===== config.mk =====
export PLATFORM = sky130hd
export DESIGN_NAME = clock_divider_bank
export DESIGN_NICKNAME = d
export VERILOG_FILES = /design/src/rtl/clock_divider_bank.sv
export SDC_FILE = /design/constraint.sdc
export NUM_CORES = 1
export LEC_CHECK = 0
export BUFFER_PORTS_ARGS = -buffer_cell sky130_fd_sc_hd__buf_2
export CAP_MARGIN = 20
export CORE_MARGIN = 2
export CORE_UTILIZATION = 58
export DETAILED_ROUTE_END_ITERATION = 10
export GPL_ROUTABILITY_DRIVEN = 0
export GPL_TIMING_DRIVEN = 0
export PLACE_DENSITY_LB_ADDON = 0.1
export SYNTH_ARGS = -nofsm -noshare
export SYNTH_HDL_FRONTEND = slang
export SYNTH_SLANG_ARGS = --single-unit
export TNS_END_PERCENT = 100

===== constraint.sdc =====
create_clock -name clk -period 7.7 [get_ports clk]
set_clock_uncertainty 0.15 [all_clocks]
set_input_delay 1.54 -clock clk [delete_from_list [all_inputs] [get_ports clk]]
set_output_delay 1.54 -clock clk [all_outputs]
set_load 0.01 [all_outputs]

===== src/rtl/clock_divider_bank.sv =====
// Bank of independent runtime-programmable clock dividers.
// Each channel emits a 50% duty toggle and a one-cycle tick strobe.
module clock_divider_bank #(
  parameter int NUM_CH      = 4,
  parameter int CNT_W       = 28,
  parameter int DEFAULT_DIV = 25_000_000,
  parameter int SEL_W       = (NUM_CH > 1) ? $clog2(NUM_CH) : 1
) (
  input  logic              clk,
  input  logic              reset,
  input  logic [NUM_CH-1:0] en,
  input  logic              sync_clr,
  input  logic              div_we,
  input  logic [SEL_W-1:0]  div_sel,
  input  logic [CNT_W-1:0]  div_data,
  output logic [NUM_CH-1:0] clk_out,
  output logic [NUM_CH-1:0] tick
);

  localparam logic [CNT_W-1:0] DEF_DIV = CNT_W'(DEFAULT_DIV);
  localparam logic [CNT_W-1:0] ONE     = CNT_W'(1);

  // Select is zero-extended so out-of-range addresses match no channel.
  logic [31:0] w_sel;
  assign w_sel = 32'(div_sel);

  for (genvar i = 0; i < NUM_CH; i++) begin : g_ch
    logic [CNT_W-1:0] r_cnt;
    logic [CNT_W-1:0] r_div;
    logic             r_clk;
    logic             r_tick;
    logic [CNT_W-1:0] w_eff;
    logic             w_hit;
    logic             w_term;

    // A zero divisor behaves like one: tick every enabled cycle.
    assign w_eff  = (r_div == '0) ? ONE : r_div;
    assign w_term = (r_cnt == (w_eff - ONE));
    assign w_hit  = div_we && (w_sel == 32'(i));

    // Counter, divisor and outputs; clear beats write beats count.
    always_ff @(posedge clk or posedge reset) begin
      if (reset) begin
        r_cnt  <= '0;
        r_div  <= DEF_DIV;
        r_clk  <= 1'b0;
        r_tick <= 1'b0;
      end else if (sync_clr) begin
        r_cnt  <= '0;
        r_clk  <= 1'b0;
        r_tick <= 1'b0;
      end else if (w_hit) begin
        r_div  <= div_data;
        r_cnt  <= '0;
        r_tick <= 1'b0;
      end else if (!en[i]) begin
        r_tick <= 1'b0;
      end else if (w_term) begin
        r_cnt  <= '0;
        r_tick <= 1'b1;
        r_clk  <= ~r_clk;
      end else begin
        r_cnt  <= r_cnt + ONE;
        r_tick <= 1'b0;
      end
    end

    assign clk_out[i] = r_clk;
    assign tick[i]    = r_tick;
  end

endmodule

==> results of run 1 <==
[metal layers]
metal  global-route usage [%]  vias to the layer above  wire [um]
li1                         -                     6585          -
met1                    42.56                     6847      19090
met2                    50.87                      491      20360
met3                    3.876                       79       2634
met4                    9.452                        0       1252
met5                        0                        -          0
[area by class of cell]
class | count | area share [%]
tap | 335 | 2.443
inverter | 46 | 1.028
clock buffer | 43 | 4.777
sequential | 232 | 34.19
multi-input combinational | 1343 | 52.30
buffer | 112 | 2.749
clock inverter | 5 | 0.4376
timing repair buffer | 53 | 2.071
[flip-flops by register name, indices dropped and copies added, names as in the netlist]
register	flops
g_ch.r_div	112
g_ch.r_cnt	112
g_ch.r_tick	4
g_ch.r_clk	4
[cell families after synthesis]
| kind of cell | Yosys count | synth area share, % |
|---|---|---|
| AND/OR/NAND/NOR | 768 | 26.59 |
| AO/OA/AOI/OAI | 295 | 13.44 |
| XOR/XNOR | 145 | 8.202 |
| flip-flops | 232 | 37.88 |
| multiplexers | 127 | 9.075 |
| adder cells (fa/ha/maj) | 8 | 0.6465 |
| buffers and inverters | 158 | 4.162 |
[critical path, stage by stage (launching register included)]
cell and delay, ns:
dfstp_2 0.36, clkbuf_1 0.19, nor4_1 0.68, nand3_1 0.34, nor4_1 0.44, nor2_1 0.13
ha_1 0.31, or3b_1 0.27, or4_1 0.13, a21oi_1 0.06, a311oi_1 0.43, o211ai_1 0.17
or4_1 0.40, or4_1 0.47, buf_2 0.21, nand2_1 0.33, buf_2 0.32, o22ai_1 0.14
[where the power goes]
| part | leakage (nW) | switching (mW) | internal (mW) | total (mW) |
|---|---|---|---|---|
| clock | 0.437 | 0.508 | 0.791 | 1.30 |
| combinational | 3.14 | 0.486 | 0.378 | 0.863 |
| sequential | 2.95 | 0.190 | 1.40 | 1.59 |
[per-stage QoR]
| stage | cell area (um2) | total power, mW | hold WS [ns] |
|---|---|---|---|
| after floorplan | 15490 | 2.202 | 0.3351 |
| after global placement | 16130 | 2.408 | 0.3791 |
| after detailed placement | 16250 | 2.448 | 0.3915 |
| after CTS | 17150 | 3.751 | 0.4027 |
| after global routing | 17160 | 3.930 | 0.4242 |
| final | 17160 | 3.749 | 0.3991 |
[layout by cell type (no fill, tap or decap), drive strengths merged, types with 19 or more instances in the layout]
| cell type | netlist | final |
|---|---|---|
| o22ai | 19 | 19 |
| nand2 | 176 | 176 |
| a31oi | 47 | 47 |
| xor2 | 69 | 69 |
| nand3 | 109 | 109 |
| buf | 34 | 87 |
| o31ai | 37 | 37 |
| inv | 46 | 45 |
| mux2 | 107 | 107 |
| dfrtp | 184 | 184 |
| dfstp | 48 | 48 |
| nor2 | 100 | 100 |
| or2 | 23 | 23 |
| or4 | 21 | 21 |
| clkbuf | 78 | 121 |
| and3 | 42 | 42 |
| nor3 | 62 | 62 |
| o21ai | 52 | 52 |
| and2 | 33 | 33 |
| o311ai | 30 | 30 |
| nor4 | 45 | 45 |
| nand4 | 53 | 53 |
| or3 | 19 | 19 |
| xnor2 | 76 | 76 |
| mux2i | 20 | 20 |
[worst paths after layout]
kind,slack [ns],cells past startpoint,from,endpoint
setup / recovery,2.04,17,g_ch[0].r_div[22]$_DFFE_PP1P_,g_ch[0].r_cnt[21]$_DFFE_PP0P_
hold / removal,0.40,1,g_ch[2].r_cnt[26]$_DFFE_PP0P_,g_ch[2].r_cnt[26]$_DFFE_PP0P_
setup reg to reg,2.04,17,g_ch[0].r_div[22]$_DFFE_PP1P_,g_ch[0].r_cnt[21]$_DFFE_PP0P_
hold reg to reg,0.40,1,g_ch[2].r_cnt[26]$_DFFE_PP0P_,g_ch[2].r_cnt[26]$_DFFE_PP0P_
max in group asynchronous,5.21,5,reset,g_ch[1].r_clk$_DFFE_PP0P_
min in group asynchronous,1.04,2,reset,g_ch[2].r_cnt[21]$_DFFE_PP0P_
==> metrics.log, run 1 <==
INFO  metric finalNetCount = 1860
INFO  metric crit_path_end_kind = register
INFO  metric cts_tree = built
INFO  metric timing.slew.headroom = 31.70%
INFO  metric synth_area_leaders = dfrtp_1 30%, dfstp_2 8.1%, mux2_2 7.8%, xnor2_1 4.3%, nand2_1 4.3%
INFO  metric run_status = finished, violations left
INFO  metric final.period_utilization = 73.53%
INFO  metric yosysTopAreaCell = dfrtp_1
INFO  metric clockRootBuffer = clkbuf_16
INFO  metric cts_buffers = 26
INFO  metric core.rowCount = 59
INFO  metric max_freq = 176.6 MHz
INFO  metric detailedPlace.worstSlack = 2.271 ns
INFO  metric design.core.area = 26130 um2
INFO  metric hold_viol = 0
INFO  metric yosys.area.top_type_share = 29.74%
INFO  metric drt-total-wl = 43340 um
INFO  metric wl_per_cell = 19.98 um
INFO  metric power.density_cell_area = 218.5 nW/um2
INFO  metric setup.worst_path.class = reg2reg
INFO  metric post-synth-top-count-cell = dfrtp_1
INFO  metric avgViaCountPerCell = 6.456
INFO  metric avgSynthCellArea = 8.935 um2
INFO  metric synth_cell_type_count = 73
INFO  metric period_minus_slack = 5.662 ns
INFO  metric place.detailed.instances = 2119
INFO  metric yosysWarningCount = 0
INFO  metric timing.final.max_slew_violations = 0
INFO  metric final-seq-area = 5866 um2
INFO  metric ys_top_cells_by_count = 184 x dfrtp_1, 176 x nand2_1, 109 x nand3_1
INFO  metric ctsLongestPathBuffers = 3
INFO  metric grt.overflow.total = 0
INFO  metric worstMarginPinSlew = 1.015 ns
INFO  metric synth_edf_count = 0
INFO  metric synth-main-ff-cell = dfrtp_1
INFO  metric fillerInstances = 2204
INFO  metric grt_pass1_vias = 13280
INFO  metric grt_setup_unrepaired = false
INFO  metric design.die.area = 28020 um2
INFO  metric instances_no_fill = 2169
INFO  metric ant_nets = 0
INFO  metric timing.hold.worst.class = reg2reg
INFO  metric drc_errors = 3
INFO  metric vdd.ir_drop.worst = 0.1686 mV
INFO  metric routed-via-count = 14000
INFO  metric hpwl = 32130 um
INFO  metric grt_max_degree = 41
INFO  metric clock_sinks = 232
INFO  metric synth_seq_area_share = 37.88%
INFO  metric max-cap-violations = 0
INFO  metric quantity_of_hold_fixing_buffers_added_after_cts = 0
INFO  metric firstDrtPassIters = 9
INFO  metric floorplan.die.width = 167.4 um
INFO  metric failing_checks = DRC
INFO  metric arrival = 5.92 ns
INFO  metric finish.utilization = 65.65%
INFO  metric global_route_wire_length_before_repair = 69790 um
INFO  metric synth.cell_area = 15480 um2
INFO  metric synth.ff_latch_count = 232
INFO  metric num_io_pins = 46
INFO  metric setup_ws_final = 2.038 ns
INFO  metric critical_path.startpoint_type = register
INFO  metric setup-violations-final = 0
INFO  metric power.leakage = 6.522 nW
INFO  metric worst_setup_hold_path_clk_slew = 0.06 ns
INFO  metric postCtsSetupRepairBufs = 0
INFO  metric cp.required = 7.95 ns
INFO  metric postSynthCellCount = 1733
INFO  metric diodes = 0
INFO  metric post_cts_resize_count = 0
INFO  metric groute.usage.overall = 30.79%
INFO  metric path_max_fanout = 10
INFO  metric drt-initial-drc-count = 1330
INFO  metric clkLatencyLatePin = 0.54 ns
INFO  metric synth_nets = 1779
INFO  metric die-height = 167.4 um
INFO  metric flow.area_growth_from_synthesis = 10.80%
INFO  metric grt_antenna_before_repair = 0
INFO  metric multiInputGateArea = 8974 um2
INFO  metric initial_core_util = 59.25%
INFO  metric htreeDepth = 1
INFO  metric final_layout_size_suffix_gt1_share = 16.85%
INFO  metric fin_tns_setup = 0 ns
INFO  metric io_buffers = 44
INFO  metric async_reset_ff_share = 100.0%
No activity file was read; power rests on OpenSTA's default activity.
==> run 2, diff against run 1 <==
- clock period: 7.7 -> 4.86 ns (I/O delays scaled with it)
==> run 2 against run 1 <==
  * First-iteration DRC count is 4.6% lower
  * Non-clock buffer count is 8 lower
  * The flow still finishes with violations (DRC)
  * Sequential share of layout area is 0.39 points lower
  * Die area stayed put
  * Critical path type unchanged
  * Clock power is 58% higher
==> metrics.log, run 2 (synthesis gave the netlist of run 1 again) <==
INFO  metric run_status = finished, violations left
INFO  metric failing_checks = DRC
INFO  metric total_chip_power = 5.988 mW (+60%)
INFO  metric num_io_pins = 46 (unchanged)
INFO  metric period_minus_slack = 4.663 ns (-0.9985 ns)
INFO  metric clockRootBuffer = clkbuf_16
INFO  metric timing.slew.headroom = 38.98% (+7.3 points)
INFO  metric finalNetCount = 1852 (-0.43%)
INFO  metric clkLatencyLatePin = 0.54 ns (about the same)
INFO  metric hold_ws = 0.3993 ns (+0.0002020 ns)
INFO  metric grt_max_degree = 41 (unchanged)
INFO  metric core.rowCount = 59 (unchanged)
INFO  metric r2r.worst_path.cells = 16 (-1)
INFO  metric detailedPlace.worstSlack = -0.5693 ns (-2.840 ns)
INFO  metric top_registers = g_ch.r_cnt: 112 flops, g_ch.r_div: 112 flops
INFO  metric worstMarginPinSlew = 0.9133 ns (-0.1019 ns)
INFO  metric path_max_fanout = 10 (unchanged)
INFO  metric power.density_cell_area = 345.0 nW/um2 (+58%)
INFO  metric quantity_of_hold_fixing_buffers_added_after_cts = 0 (unchanged)
INFO  metric grt_antenna_before_repair = 0 (unchanged)
INFO  metric path_common_cell = or4_1
INFO  metric setup_ws_final = 0.1969 ns (-1.842 ns)
INFO  metric drt-initial-drc-count = 1269 (-4.6%)
INFO  metric grt_pass1_vias = 13290 (+0.045%)
INFO  metric most_common_library_cell_in_the_layout_ignoring_fill_and_taps = dfrtp_1
INFO  metric cp_slowest_cell = dfstp_2
INFO  metric place.detailed.instances = 2119 (unchanged)
INFO  metric crit_path_end_kind = register
INFO  metric wl_per_cell = 20.12 um (+0.72%)
INFO  metric critical_path.startpoint_type = register
INFO  metric drt-total-wl = 43490 um (+0.35%)
INFO  metric firstDrtPassIters = 8 (-1)
INFO  metric cell_by_cell_trace_of_the_critical_path = nor4_4, nand3_2, nor4_2, nor2_1, ha_2, or3b_1, o31ai_2, a21oi_1, a311oi_2, o211ai_1, or4_1, or4_1, buf_2, nand2_2, clkbuf_4, o22ai_1
INFO  metric ctsLongestPathBuffers = 3 (unchanged)
INFO  metric max_freq = 214.4 MHz (+21%)
INFO  metric routed-via-count = 13970 (-0.26%)
INFO  metric setup.worst_path.class = reg2reg
INFO  metric global_route_wire_length_before_repair = 69970 um (+0.26%)
INFO  metric diodes = 0 (unchanged)
INFO  metric flow.area_growth_from_synthesis = 12.10%
INFO  metric worst_setup_hold_path_clk_slew = 0.06 ns (about the same)
INFO  metric hold_depth = 1 (unchanged)
INFO  metric timing.hold.worst.class = reg2reg
INFO  metric design.core.area = 26130 um2 (unchanged)
INFO  metric grt_setup_unrepaired = true
INFO  metric timing.final.max_slew_violations = 0 (unchanged)
INFO  metric cts_tree = built
INFO  metric clock_sinks = 232 (unchanged)
INFO  metric cp.required = 5.11 ns (-2.84 ns)
INFO  metric floorplan.die.width = 167.4 um (unchanged)
INFO  metric grt.overflow.total = 0 (unchanged)
INFO  metric drc_errors = 3 (unchanged)
INFO  metric final.period_utilization = 95.95% (+22 points)
INFO  metric avgViaCountPerCell = 6.463 (+0.11%)
INFO  metric htreeDepth = 1 (unchanged)
INFO  metric io_buffers = 44 (unchanged)
INFO  metric worst_path_largest_cell_delay = 0.63 ns (-0.05 ns)
INFO  metric power.leakage = 6.603 nW (+1.2%)
INFO  metric vdd.ir_drop.worst = 0.2626 mV (+56%)
INFO  metric initial_core_util = 59.25% (unchanged)
INFO  metric ant_nets = 0 (unchanged)
INFO  metric fin_tns_setup = 0 ns (unchanged)
INFO  metric highest_count_cells_in_the_layout_ignoring_fill_and_taps = 184 x dfrtp_1, 174 x nand2_1, 107 x mux2_2
INFO  metric hpwl = 32130 um (unchanged)
INFO  metric die-height = 167.4 um (unchanged)
INFO  metric final_layout_size_suffix_gt1_share = 19.28% (+2.4 points)
INFO  metric groute.usage.overall = 30.87% (+0.080 points)
INFO  metric arrival = 4.92 ns (-1.00 ns)
INFO  metric design.die.area = 28020 um2 (unchanged)
INFO  metric hold_viol = 0 (unchanged)
INFO  metric cts_buffers = 26 (unchanged)
INFO  metric instances_no_fill = 2161 (-0.37%)
INFO  metric max-cap-violations = 0 (unchanged)
INFO  metric setup-violations-final = 0 (unchanged)
run 2: layout make-up:
cell class                 instances  area [um2]
buffer                            99       440.4
clock buffer                      43       819.5
clock inverter                     5       75.07
fill                            2181        8776
inverter                          46       176.4
multi-input combinational       1343        9165
sequential                       232        5866
tap                              335       419.2
timing repair buffer              58       395.4
run 2: final timing paths:
check	start	to	slack (ns)
min in group asynchronous	reset	g_ch[2].r_cnt[21]$_DFFE_PP0P_	0.47
worst max-delay path	g_ch[0].r_div[22]$_DFFE_PP1P_	g_ch[0].r_cnt[21]$_DFFE_PP0P_	0.20
worst min-delay path	g_ch[2].r_cnt[26]$_DFFE_PP0P_	g_ch[2].r_cnt[26]$_DFFE_PP0P_	0.40
worst min register to register	g_ch[2].r_cnt[26]$_DFFE_PP0P_	g_ch[2].r_cnt[26]$_DFFE_PP0P_	0.40
max in group asynchronous	reset	g_ch[1].r_clk$_DFFE_PP0P_	2.93
worst max register to register	g_ch[0].r_div[22]$_DFFE_PP1P_	g_ch[0].r_cnt[21]$_DFFE_PP0P_	0.20
run 2: what timing repair did:
item                       in CTS  in global routing
resized for setup              17                 37
setup buffers                   1                  5
setup endpoints to repair     115                112
pin swaps                       1                  5
gates cloned                    0                  0
run 2: routing by layer:
layer | global-route usage, % | share of wire [%]
met3 | 3.829 | 6.7
met5 | 0 | 0
met4 | 9.414 | 3.0
met2 | 50.84 | 47
met1 | 42.88 | 44
run 2: worst max-delay path: cells and delay by family, from the launching register on:
family | cells | cell delay [ns]
adders and majority gates | 1 | 0.29
buffers and inverters | 2 | 0.47
DFF | 1 | 0.63
and+or+nand+nor | 8 | 2.04
AOI/OAI and AO/OA | 5 | 0.94
run 2: stage by stage:
step | cell area [um2] | util [%]
final | 17360 | 66.42
after global routing | 17360 | 66.42
after CTS | 17210 | 65.87
after detailed placement | 16250 | 62.19
after global placement | 16130 | 61.71
after floorplan | 15490 | -
run 2: power by group:
| group | internal (mW) | switching, mW | leakage, nW |
|---|---|---|---|
| Combinational | 0.609 | 0.733 | 3.22 |
| Clock | 1.25 | 0.807 | 0.437 |
| Sequential | 2.21 | 0.372 | 2.95 |
